`src/rtl/mips_pkg.sv`:
```
// mips_pkg: shared definitions for the MIPS decode slice.
//   - opcode / funct constants for the supported subset
//   - alu_op / ext_op encodings
//   - decode-stage FSM state type
//   - ctrl_t: datapath control bundle produced by ins_ctrl_dec
//   - src_regs(): which register fields an instruction reads
package mips_pkg;

  localparam logic [5:0] OP_RTYPE = 6'h00;
  localparam logic [5:0] OP_J     = 6'h02;
  localparam logic [5:0] OP_BEQ   = 6'h04;
  localparam logic [5:0] OP_ORI   = 6'h0D;
  localparam logic [5:0] OP_LUI   = 6'h0F;
  localparam logic [5:0] OP_LW    = 6'h23;
  localparam logic [5:0] OP_SW    = 6'h2B;

  localparam logic [5:0] FN_ADDU  = 6'h21;
  localparam logic [5:0] FN_SUBU  = 6'h23;

  typedef enum logic [2:0] {
    ALU_ADD = 3'd0,
    ALU_SUB = 3'd1,
    ALU_OR  = 3'd2,
    ALU_LUI = 3'd3
  } alu_op_e;

  typedef enum logic [1:0] {
    EXT_ZERO = 2'd0,
    EXT_SIGN = 2'd1,
    EXT_HIGH = 2'd2
  } ext_op_e;

  typedef enum logic {
    RUN      = 1'b0,
    LU_STALL = 1'b1
  } id_state_e;

  typedef struct packed {
    logic    npc_sel;
    logic    is_jump;
    logic    reg_write;
    logic    reg_dst;
    logic    alu_src;
    logic    mem_read;
    logic    mem_write;
    logic    mem_to_reg;
    ext_op_e ext_op;
    alu_op_e alu_op;
  } ctrl_t;

  // Returns {reads_rs, reads_rt}. Unknown encodings and the NOP read nothing.
  function automatic logic [1:0] src_regs(input logic [5:0] op, input logic [5:0] funct);
    logic [1:0] src;
    src = 2'b00;
    case (op)
      OP_RTYPE:       src = (funct == FN_ADDU || funct == FN_SUBU) ? 2'b11 : 2'b00;
      OP_ORI, OP_LW:  src = 2'b10;
      OP_SW, OP_BEQ:  src = 2'b11;
      default:        src = 2'b00;
    endcase
    return src;
  endfunction

endpackage

```
`src/rtl/ins_ctrl_dec.sv`:
```
// ins_ctrl_dec: purely combinational opcode/funct -> control bundle.
// Ports:
//   op       in  6   instruction [31:26]
//   funct    in  6   instruction [5:0]
//   all_zero in  1   whole instruction word is zero (NOP)
//   ctrl     out     control bundle, all zero for NOP / unknown
//   legal    out 1   encoding is in the supported subset (NOP included)
module ins_ctrl_dec
  import mips_pkg::*;
(
  input  logic [5:0] op,
  input  logic [5:0] funct,
  input  logic       all_zero,
  output ctrl_t      ctrl,
  output logic       legal
);

  always_comb begin
    ctrl  = '0;
    legal = 1'b1;
    case (op)
      OP_RTYPE: begin
        if (funct == FN_ADDU) begin
          ctrl.reg_write = 1'b1;
          ctrl.reg_dst   = 1'b1;
          ctrl.alu_op    = ALU_ADD;
        end else if (funct == FN_SUBU) begin
          ctrl.reg_write = 1'b1;
          ctrl.reg_dst   = 1'b1;
          ctrl.alu_op    = ALU_SUB;
        end else if (!all_zero) begin
          legal = 1'b0;
        end
      end
      OP_ORI: begin
        ctrl.reg_write = 1'b1;
        ctrl.alu_src   = 1'b1;
        ctrl.ext_op    = EXT_ZERO;
        ctrl.alu_op    = ALU_OR;
      end
      OP_LW: begin
        ctrl.reg_write  = 1'b1;
        ctrl.alu_src    = 1'b1;
        ctrl.mem_read   = 1'b1;
        ctrl.mem_to_reg = 1'b1;
        ctrl.ext_op     = EXT_SIGN;
        ctrl.alu_op     = ALU_ADD;
      end
      OP_SW: begin
        ctrl.alu_src   = 1'b1;
        ctrl.mem_write = 1'b1;
        ctrl.ext_op    = EXT_SIGN;
        ctrl.alu_op    = ALU_ADD;
      end
      OP_BEQ: begin
        ctrl.npc_sel = 1'b1;
        ctrl.ext_op  = EXT_SIGN;
        ctrl.alu_op  = ALU_SUB;
      end
      OP_LUI: begin
        ctrl.reg_write = 1'b1;
        ctrl.alu_src   = 1'b1;
        ctrl.ext_op    = EXT_HIGH;
        ctrl.alu_op    = ALU_LUI;
      end
      OP_J: begin
        ctrl.is_jump = 1'b1;
      end
      default: legal = 1'b0;
    endcase
  end

endmodule

```
`src/rtl/ins_decode_n32.sv`:
```
// ins_decode_n32: MIPS instruction-decode stage (IF/ID register, field
// extraction, control decode, load-use stall).
//
// state    | meaning
// ---------+-----------------------------------------------------------
// RUN      | normal issue from the IF/ID register
// LU_STALL | one-cycle load-use bubble; IF/ID held, fetch frozen
//
// Ports:
//   clk, rst_id_n            clock, async active-low reset
//   if_ins/if_valid          instruction from fetch
//   id_stall/id_flush        downstream hold / kill
//   fetch_hold               freeze PC (load-use stall)
//   id_ins/id_valid          IF/ID register contents
//   rs/rt/rd, npc_in_imm16/26 instruction fields
//   npc_sel..alu_op          datapath controls (zero when not issuing)
//   id_illegal               unsupported encoding (trap build only)
// Build option: define ID_ILLEGAL_TRAP_EN to flag unknown encodings and
// issue them as bubbles; otherwise they decode as NOP.
module ins_decode_n32
  import mips_pkg::*;
#(
  parameter int W_INS = 32
) (
  input  logic             clk,
  input  logic             rst_id_n,
  input  logic [W_INS-1:0] if_ins,
  input  logic             if_valid,
  input  logic             id_stall,
  input  logic             id_flush,
  output logic             fetch_hold,
  output logic [W_INS-1:0] id_ins,
  output logic             id_valid,
  output logic [4:0]       rs,
  output logic [4:0]       rt,
  output logic [4:0]       rd,
  output logic [15:0]      npc_in_imm16,
  output logic [25:0]      npc_in_imm26,
  output logic             npc_sel,
  output logic             isJump,
  output logic             reg_write,
  output logic             reg_dst,
  output logic             alu_src,
  output logic             mem_read,
  output logic             mem_write,
  output logic             mem_to_reg,
  output logic [1:0]       ext_op,
  output logic [2:0]       alu_op,
  output logic             id_illegal
);

  if (W_INS != 32) begin : g_w_ins_check
    $error("ins_decode_n32: W_INS must be 32");
  end

  id_state_e  state_q, state_d;
  ctrl_t      dec_ctrl, ctrl_out;
  logic       dec_legal;
  logic       trap_ok;
  logic       stalling, issue, load_en;
  logic       ex_lw, ex_lw_d;
  logic [4:0] ex_lw_rt, ex_lw_rt_d;
  logic [1:0] id_src, if_src;
  logic       hazard, haz_ahead;

  assign rs           = id_ins[25:21];
  assign rt           = id_ins[20:16];
  assign rd           = id_ins[15:11];
  assign npc_in_imm16 = id_ins[15:0];
  assign npc_in_imm26 = id_ins[25:0];

  ins_ctrl_dec u_ctrl_dec (
    .op       (id_ins[31:26]),
    .funct    (id_ins[5:0]),
    .all_zero (id_ins == '0),
    .ctrl     (dec_ctrl),
    .legal    (dec_legal)
  );

`ifdef ID_ILLEGAL_TRAP_EN
  assign trap_ok    = dec_legal;
  assign id_illegal = id_valid && !dec_legal;
`else
  logic unused_dec_legal;
  assign unused_dec_legal = dec_legal;
  assign trap_ok          = 1'b1;
  assign id_illegal       = 1'b0;
`endif

  assign stalling = (state_q == LU_STALL);
  assign issue    = id_valid && trap_ok && !stalling && !id_stall && !id_flush;
  assign load_en  = !id_flush && !id_stall && !stalling;

  always_comb begin
    ctrl_out = '0;
    if (issue) ctrl_out = dec_ctrl;
  end

  assign npc_sel    = ctrl_out.npc_sel;
  assign isJump     = ctrl_out.is_jump;
  assign reg_write  = ctrl_out.reg_write;
  assign reg_dst    = ctrl_out.reg_dst;
  assign alu_src    = ctrl_out.alu_src;
  assign mem_read   = ctrl_out.mem_read;
  assign mem_write  = ctrl_out.mem_write;
  assign mem_to_reg = ctrl_out.mem_to_reg;
  assign ext_op     = ctrl_out.ext_op;
  assign alu_op     = ctrl_out.alu_op;

  // Tracker contents for the next cycle: the lw issuing right now.
  assign ex_lw_d    = issue && dec_ctrl.mem_read;
  assign ex_lw_rt_d = ex_lw_d ? rt : 5'd0;

  assign id_src = src_regs(id_ins[31:26], id_ins[5:0]);
  assign hazard = ex_lw && (ex_lw_rt != 5'd0) &&
                  ((id_src[1] && rs == ex_lw_rt) || (id_src[0] && rt == ex_lw_rt));

  // The dependency is checked against the instruction being loaded, so the
  // stall state lines up with the cycle the dependent instruction sits in
  // IF/ID; this keeps the load-use penalty to a single cycle.
  assign if_src    = src_regs(if_ins[31:26], if_ins[5:0]);
  assign haz_ahead = load_en && if_valid && ex_lw_d && (ex_lw_rt_d != 5'd0) &&
                     ((if_src[1] && if_ins[25:21] == ex_lw_rt_d) ||
                      (if_src[0] && if_ins[20:16] == ex_lw_rt_d));

  always_ff @(posedge clk or negedge rst_id_n) begin
    if (!rst_id_n) state_q <= RUN;
    else           state_q <= state_d;
  end

  always_comb begin
    state_d    = state_q;
    fetch_hold = 1'b0;
    case (state_q)
      RUN: begin
        if (haz_ahead) state_d = LU_STALL;
      end
      LU_STALL: begin
        fetch_hold = hazard && !id_flush;
        if (id_flush || !id_stall) state_d = RUN;
      end
      default: state_d = RUN;
    endcase
  end

  always_ff @(posedge clk or negedge rst_id_n) begin
    if (!rst_id_n) begin
      id_ins   <= '0;
      id_valid <= 1'b0;
    end else if (id_flush) begin
      id_ins   <= '0;
      id_valid <= 1'b0;
    end else if (load_en) begin
      id_ins   <= if_ins;
      id_valid <= if_valid;
    end
  end

  always_ff @(posedge clk or negedge rst_id_n) begin
    if (!rst_id_n) begin
      ex_lw    <= 1'b0;
      ex_lw_rt <= 5'd0;
    end else if (!id_stall) begin
      ex_lw    <= ex_lw_d;
      ex_lw_rt <= ex_lw_rt_d;
    end
  end

endmodule

```
`config.mk`:
```
export PLATFORM = sky130hd
export DESIGN_NAME = ins_decode_n32
export DESIGN_NICKNAME = d
export VERILOG_FILES = /design/src/rtl/mips_pkg.sv /design/src/rtl/ins_ctrl_dec.sv /design/src/rtl/ins_decode_n32.sv
export SDC_FILE = /design/constraint.sdc
export NUM_CORES = 1
export LEC_CHECK = 0
export CAP_MARGIN = 25
export CORE_UTILIZATION = 45
export DETAILED_ROUTE_END_ITERATION = 8
export GPL_TIMING_DRIVEN = 0
export PLACE_DENSITY = 0.9
export SYNTH_ARGS = -nofsm -noshare
export SYNTH_HDL_FRONTEND = slang
export SYNTH_HIERARCHICAL = 1
export SYNTH_SLANG_ARGS = --single-unit
```
`constraint.sdc`:
```
create_clock -name clk -period 3.4 [get_ports clk]
set_clock_uncertainty 0.05 [all_clocks]
set_input_delay 0.68 -clock clk [delete_from_list [all_inputs] [get_ports clk]]
set_output_delay 0.68 -clock clk [all_outputs]
set_load 0.05 [all_outputs]
```
Word-level counts from Yosys, hierarchy flattened
Index checks and enable logic that the tools add are counted.
{"block": "op_classes", "bitwise": 1, "reduce_logical": 37, "n_div": 0, "n_addsub": 0, "multipliers": 0, "eq_ne": 18, "n_lt_le_gt_ge": 0, "shift": 0, "muxes": 27}
{"cell": "32-bit two-way mux", "n": 2}
{"cell": "6-bit == test, second input constant", "n": 8}
{"cell": "5-bit == test", "n": 4}
{"cell": "6-bit by 4-bit == test with 1-bit output, second input constant", "n": 3}
{"cell": "1-bit logical AND", "n": 17}
{"cell": "13-bit two-way mux", "n": 1}
{"cell": "6-bit by 3-bit == test with 1-bit output, second input constant", "n": 2}
{"cell": "6-bit logical NOT", "n": 2}
{"cell": "1-bit two-way mux", "n": 12}
{"cell": "2-bit one-hot mux with 3 select lines", "n": 2}
{"cell": "3-bit one-hot mux with 4 select lines", "n": 1}
{"cell": "5-bit nonzero test", "n": 2}
{"cell": "2-bit two-way mux", "n": 4}
{"cell": "2-bit OR reduction", "n": 4}
{"cell": "6-bit by 2-bit == test with 1-bit output, second input constant", "n": 1}
{"cell": "3-bit OR reduction", "n": 2}
{"cell": "1-bit logical OR", "n": 5}
{"cell": "5-bit two-way mux", "n": 1}
{"cell": "1-bit one-hot mux with 2 select lines", "n": 2}
{"cell": "2-bit one-hot mux with 2 select lines", "n": 1}
{"cell": "4-bit OR reduction", "n": 1}
{"cell": "1-bit logical NOT", "n": 3}
{"cell": "3-bit two-way mux", "n": 1}
{"cell": "2-bit nonzero test", "n": 1}
{"cell": "1-bit NOT", "n": 1}
{"block": "word_totals", "mem_bits_rw": 0, "n_memories": 0, "word_cells": 88, "regBits": 40, "rom_bits": 0, "inputBits": 37, "output_inout_bits": 105, "latchBits": 0}

Depth between registers and ports, before layout
Gate-level depths: netlist of run 1.
{"block": "logic_depth", "word_depth": 12, "mapped_depth": 9, "depth_no_buf": 8}

Modules after synthesis
The synthesis of run 1 kept the hierarchy.
{"mod": "ins_decode_n32", "seq_area_each_um2": 1001.0, "cells_per_inst": 317, "area_per_inst_um2": 2725.1, "instances": 1}
{"mod": "ins_ctrl_dec", "seq_area_each_um2": 0.0, "cells_per_inst": 35, "area_per_inst_um2": 250.2, "instances": 1}

Least setup slack after synthesis of run 1
Ideal clock, no wire load.
{"block": "synth_timing", "path_type": "register to output", "start": "register id_ins[16]", "end": "output fetch_hold", "slack_ps": 438, "arrival_time_ps": 2232, "path_stages_with_launch": 7, "path_cell_list": "dfrtp_1 -> clkbuf_1 -> xnor2_1 -> nand3_1 -> nor3_1 -> o221ai_1 -> a21oi_1"}
{"block": "synth_between", "elab_chain_cells": 6}
{"item": "start: declaration", "line": "ins_decode_n32.sv:32", "source": "output logic [W_INS-1:0] id_ins,"}
{"item": "start signal: assignment", "line": "ins_decode_n32.sv:154", "source": "id_ins <= if_ins;"}
{"item": "5-bit == test", "line": "ins_decode_n32.sv:116", "source": "((id_src[1] && rs == ex_lw_rt) || (id_src[0] && rt == ex_lw_rt));"}
{"item": "1-bit logical AND", "line": "ins_decode_n32.sv:116"}
{"item": "1-bit logical OR", "line": "ins_decode_n32.sv:116"}
{"item": "1-bit logical AND", "line": "ins_decode_n32.sv:115", "source": "assign hazard = ex_lw && (ex_lw_rt != 5'd0) &&"}
{"item": "1-bit logical AND", "line": "ins_decode_n32.sv:139", "source": "fetch_hold = hazard && !id_flush;"}
{"item": "1-bit two-way mux", "line": "ins_decode_n32.sv:134", "source": "case (state_q)"}
{"item": "end: declaration", "line": "ins_decode_n32.sv:31", "source": "output logic fetch_hold,"}
Every way passes these cells.

Worst setup path in the final report of run 1
{"block": "layout_timing", "start": "input id_flush", "end": "output mem_read"}
{"block": "layout_between", "elab_chain_cells": 3}
{"item": "start: declaration", "line": "ins_decode_n32.sv:30", "source": "input logic id_flush,"}
{"item": "1-bit logical NOT", "line": "ins_decode_n32.sv:91", "source": "assign issue = id_valid && trap_ok && !stalling && !id_stall && !id_flush;"}
{"item": "1-bit logical AND", "line": "ins_decode_n32.sv:91"}
{"item": "13-bit two-way mux", "line": "ins_decode_n32.sv:96", "source": "if (issue) ctrl_out = dec_ctrl;"}
{"item": "end: declaration", "line": "ins_decode_n32.sv:44", "source": "output logic mem_read,"}
Every way passes these cells.

==> impl_metrics.json, run 1 <==
{
  "status": "complete, no violations",
  "crit_chain": "clkdlybuf4s50_1 -> nor3_4 -> nand3_1 -> clkinv_1 -> clkdlybuf4s15_2",
  "drc": 0,
  "antenna_found_initial": 0,
  "gr-usage-met1": 0.312,
  "multi_input_area_um2": 1300,
  "clk_pin_slew_worst_paths_ns": 0.08,
  "critPathMaxStageDelay_ns": 0.59,
  "crit_path_end_kind": "output port",
  "grt_pass1_vias": 2592,
  "via_count": 2808,
  "power_mw": 1.54,
  "fin_hold_ws_ns": 0.456,
  "final_common_cell": "clkdlybuf4s50_1",
  "hold_class": "in2async",
  "switchingPower_mw": 0.611,
  "cap_violations": 0,
  "p_leak_nw": 1.94,
  "portBuffers": 138,
  "fillers": 481,
  "fin_crit_sh": 0.967,
  "crit_buf_inv": 3,
  "sw_frac_of_total": 0.396,
  "htree_levels": 2,
  "rows": 28,
  "cpMaxStageDelayCell": "clkdlybuf4s50_1",
  "cts_tree": "built",
  "clkLatencyLatePin_ns": 0.29,
  "wl_mm": 7.86,
  "clockBufferDepth": 2,
  "fin_crit_ns": 3.29,
  "power_density_nw_per_um2": 347,
  "critical_path.startpoint_type": "primary input",
  "yosys_warnings": 6,
  "wl_per_cell_um": 14.1,
  "placed_cells": 546,
  "drt_iter0_drc": 204,
  "syn_nets": 370,
  "slew_violations": 0,
  "fmax_mhz": 304,
  "grtUsageTotal": 0.244,
  "gp_congestion": 0.894,
  "postPlaceCellArea_um2": 4330,
  "drt_pass1_iterations": 4,
  "grt_overflow": 0,
  "slew_headroom": 0.400,
  "postSynthCellCount": 333,
  "power_frac_seq": 0.354,
  "diodes": 0,
  "worstPathRequired_ns": 2.67,
  "p_int_mw": 0.932,
  "hold_viol_final": 0,
  "die_width_um": 81.8,
  "ctsHoldBuffers": 0,
  "fin_cells": 556,
  "dpl.hpwl_mm": 6.00,
  "die-area_um2": 6680,
  "antenna_left": 0,
  "grt_setup_unrepaired": "false",
  "num-nets-final": 517,
  "clockPowerShare": 0.213,
  "busiest_layer": "met2",
  "reg2reg_slack_ns": 1.08,
  "synth_area_um2": 2860,
  "area_growth_pct": 55.2,
  "cp_top_family": "buffers and inverters",
  "cts.sinks": 40,
  "fin_area_um2": 4440,
  "core_area_um2": 6030,
  "vdd_drop_max_mv": 0.203,
  "final_layout_size_suffix_gt1_frac": 0.212,
  "setup_violations": 0,
  "cts_buffers": 5,
  "synth_area_per_cell_um2": 8.60,
  "grtUsageMet2": 0.409,
  "worstSetupPathType": "in2out",
  "register_area_um2": 1000,
  "grt_max_degree": 41,
  "worstMarginPinSlew_ns": 0.900,
  "start_util": 0.475,
  "p_comb_frac": 0.433,
  "final_cell_mix": "124 x clkdlybuf4s50_1, 63 x buf_4, 40 x dfrtp_1, 38 x nand2_1, 35 x o21ai_0",
  "grt_util_met3": 0.0500,
  "grt_pass1_wl_mm": 12.5,
  "cts_root_buf": "clkbuf_8",
  "vias_per_cell": 5.05,
  "io_pins": 142,
  "crit_arrival_ns": 2.56,
  "critPathMaxFanout": 9,
  "die_h_um": 81.8
}
[per-layer routing]
metal,wire (µm),vias up
met1,3230,1314
met2,3910,129
met4,87,0
met3,638,10
met5,0,-
li1,-,1355
[cell type report]
| class | count | area share |
|---|---|---|
| multi-input combinational | 210 | 0.293 |
| buffer | 79 | 0.123 |
| tap | 75 | 0.0211 |
| timing repair buffer | 140 | 0.313 |
| clock buffer | 6 | 0.0186 |
| inverter | 4 | 0.00338 |
| sequential | 40 | 0.225 |
| clock inverter | 2 | 0.00225 |
[state kept, by name, summed over array words and instances, names as in the netlist]
register and count:
ex_lw_rt 5, ex_lw 1, id_valid 1, id_ins 32, stalling 1
[repair_timing]
item / 4_1_cts / 5_1_grt
endpoints found under the setup margin: 13 / 12
gates resized for setup: 35 / 6
setup buffers: 0 / 2
pin swaps: 0 / 1
cloned: 0 / 0
[stage by stage]
stage           util  setup slack [ns]  setup TNS [ns]
3_5_place_dp   0.719            -0.333           -3.78
6_report       0.738             0.113               0
2_1_floorplan      -             0.438               0
5_1_grt        0.738            0.0124               0
4_1_cts        0.736           0.00127               0
3_3_place_gp   0.720            -0.289           -3.34
[final timing paths]
kind                         endpoint       start  cells after the start
min in group clk                ex_lw       ex_lw                      2
setup reg to reg             stalling  id_ins[26]                      9
hold / removal              id_ins[1]    rst_id_n                      1
max in group asynchronous  id_ins[26]    rst_id_n                      1
setup / recovery             mem_read    id_flush                      5
hold reg to reg                 ex_lw       ex_lw                      2
[power by group through the flow]
| stage | Clock (mW) | Combinational [mW] | Sequential (mW) |
|---|---|---|---|
| 2_1_floorplan | 0 | 0.346 | 0.640 |
| 4_1_cts | 0.330 | 0.670 | 0.546 |
| 6_report | 0.329 | 0.669 | 0.546 |
| 5_1_grt | 0.360 | 0.702 | 0.552 |
| 3_3_place_gp | 0 | 0.659 | 0.553 |
| 3_5_place_dp | 0 | 0.668 | 0.554 |
No activity file was read; power rests on OpenSTA's default activity.
==> run 2: changes to the inputs <==
--- a/config.mk
+++ b/config.mk
@@ -5,7 +5,7 @@
 export SDC_FILE = /design/constraint.sdc
 export NUM_CORES = 1
 export LEC_CHECK = 0
-export CAP_MARGIN = 25
+export CAP_MARGIN = 20
 export CORE_UTILIZATION = 45
 export DETAILED_ROUTE_END_ITERATION = 8
 export GPL_TIMING_DRIVEN = 0
==> results of run 2 <==
The final DEF is identical to that of run 1; final timing and power are the same.
==> run 3: changes to the inputs <==
--- a/config.mk
+++ b/config.mk
@@ -8,7 +8,7 @@
 export CAP_MARGIN = 20
 export CORE_UTILIZATION = 45
 export DETAILED_ROUTE_END_ITERATION = 8
-export GPL_TIMING_DRIVEN = 0
+export GPL_TIMING_DRIVEN = 1
 export PLACE_DENSITY = 0.9
 export SYNTH_ARGS = -nofsm -noshare
 export SYNTH_HDL_FRONTEND = slang
==> run 3 against run 2 <==
Cell area fell by 9.0%. Non-clock buffer count fell by 77. Sequential share of layout area rose by 2.2 points. Power fell by 5.3%. Critical endpoint unchanged.
==> impl_metrics.json, run 3 (same netlist as run 1, synthesis figures left out) <==
{
  "largest_reg_flops": 32,
  "final_cell_mix": "125 x clkdlybuf4s50_1, 40 x dfrtp_1, 38 x nand2_1, 35 x o21ai_0, 33 x nand2b_1",
  "post-cts-setup-buffer-count": 0,
  "clockBufferDepth": 2,
  "antenna_found_initial": 0,
  "dpl.hpwl_mm": 5.45,
  "clk_pin_slew_worst_paths_ns": 0.08,
  "r2r-end": "stalling",
  "final_layout_size_suffix_gt1_frac": 0.0916,
  "power_density_nw_per_um2": 361,
  "postPlaceCellArea_um2": 3950,
  "hold_viol_final": 0,
  "vdd_drop_max_mv": 0.215,
  "num-nets-final": 440,
  "final_common_cell": "clkdlybuf4s50_1",
  "cts_tree": "built",
  "worstMarginPinSlew_ns": 0.934,
  "worstPathRequired_ns": 2.67,
  "drc": 0,
  "vias_per_cell": 5.22,
  "drt_iter0_drc": 90,
  "cpMaxStageDelayCell": "clkdlybuf4s50_1",
  "regMostFlops": "id_ins",
  "p_leak_nw": 1.64,
  "slew_headroom": 0.377,
  "diodes": 0,
  "cts.sinks": 40,
  "reg2reg_slack_ns": 1.16,
  "via_count": 2498,
  "start_util": 0.475,
  "antenna_left": 0,
  "slew_violations": 0,
  "status": "complete, no violations",
  "htree_levels": 2,
  "wl_mm": 7.19,
  "grtUsageTotal": 0.222,
  "cts_buffers": 5,
  "wl_per_cell_um": 15.0,
  "ctsHoldBuffers": 0,
  "fin_crit_ns": 2.94,
  "worstSetupPathType": "in2out",
  "grt_pass1_wl_mm": 11.3,
  "cap_violations": 0,
  "portBuffers": 139,
  "r2r-start": "id_ins[26]",
  "critPathMaxStageDelay_ns": 0.70,
  "die_width_um": 81.8,
  "grt_pass1_vias": 2333,
  "fmax_mhz": 340,
  "die_h_um": 81.8,
  "grt_overflow": 0,
  "fin_area_um2": 4050,
  "ff2ff_path_depth": 8,
  "area_growth_pct": 41.3,
  "hold_class": "reg2reg",
  "crit_chain": "clkdlybuf4s50_1 -> nor3_4 -> nand3_1 -> clkinv_1 -> buf_12",
  "worstSetupStartpoint": "id_stall",
  "core_area_um2": 6030,
  "rows": 28,
  "cts_root_buf": "clkbuf_8",
  "clkLatencyLatePin_ns": 0.29,
  "crit_path_end_kind": "output port",
  "fin_crit_sh": 0.865,
  "critical_path.startpoint_type": "primary input",
  "grt_max_degree": 63,
  "largestRegisters": "id_ins (32), ex_lw_rt (5)",
  "critPathMaxFanout": 9,
  "gp_congestion": 0.918,
  "crit_arrival_ns": 2.21,
  "cts_resized": 0,
  "tns_ns": 0,
  "setup_violations": 0,
  "die-area_um2": 6680,
  "io_pins": 142,
  "grt_setup_unrepaired": "false",
  "drt_pass1_iterations": 4,
  "endpoint": "mem_read"
}
run 3: changes by cell type in the layout (fill, tap and decap cells not counted):
cell | before | now
dlygate4sd2_1 | 1 | 0
clkbuf_2 | 6 | 0
buf_12 | 0 | 13
clkdlybuf4s15_2 | 10 | 0
buf_6 | 2 | 0
clkbuf_1 | 12 | 0
clkdlybuf4s50_1 | 124 | 125
buf_4 | 63 | 3
run 3: layout make-up:
class / instances / area (µm²)
Inverter: 4 / 15.0
Timing Repair Buffer: 142 / 1540
Sequential cell: 40 / 1000
Clock inverter: 2 / 10.0
Tap cell: 75 / 93.8
Multi-Input combinational cell: 210 / 1300
Clock buffer: 6 / 82.6
Fill cell: 490 / 1980
run 3: worst max-delay path: cells and delay by family:
family                 cells  cell delay, ns
AND/OR/NAND/NOR            2            0.24
buffers and inverters      3            1.28
run 3: worst min path at each step:
stage,start,to,slack [ns],cells past startpoint
floorplan,rst_id_n,ex_lw,0.33,0
global placement,ex_lw,ex_lw,0.43,2
detailed placement,ex_lw,ex_lw,0.43,2
CTS,ex_lw,ex_lw,0.45,2
global route,ex_lw,ex_lw,0.47,2
finish,ex_lw,ex_lw,0.44,2
run 3: per-stage QoR:
stage | hold slack, ns | util | setup slack (ns) | instances | total power [mW]
after floorplan | 0.334 | - | 0.438 | 333 | 0.986
after global placement | 0.428 | 0.656 | 0.553 | 471 | 1.14
after detailed placement | 0.429 | 0.656 | 0.477 | 471 | 1.15
after CTS | 0.450 | 0.671 | 0.472 | 479 | 1.47
after global routing | 0.470 | 0.671 | 0.334 | 479 | 1.52
final | 0.444 | 0.671 | 0.461 | 479 | 1.46
run 3: routing by layer:
layer	track usage	wire, µm
met5	0	0
met4	0.0737	85
met3	0.0533	533
met2	0.393	3640
met1	0.259	2930
run 3: report_power, final:
group	leakage, nW	switching, mW	internal, mW
registers	0.533	0.0554	0.502
clock network	0.0510	0.162	0.162
logic	1.06	0.373	0.207
total	1.64	0.590	0.870
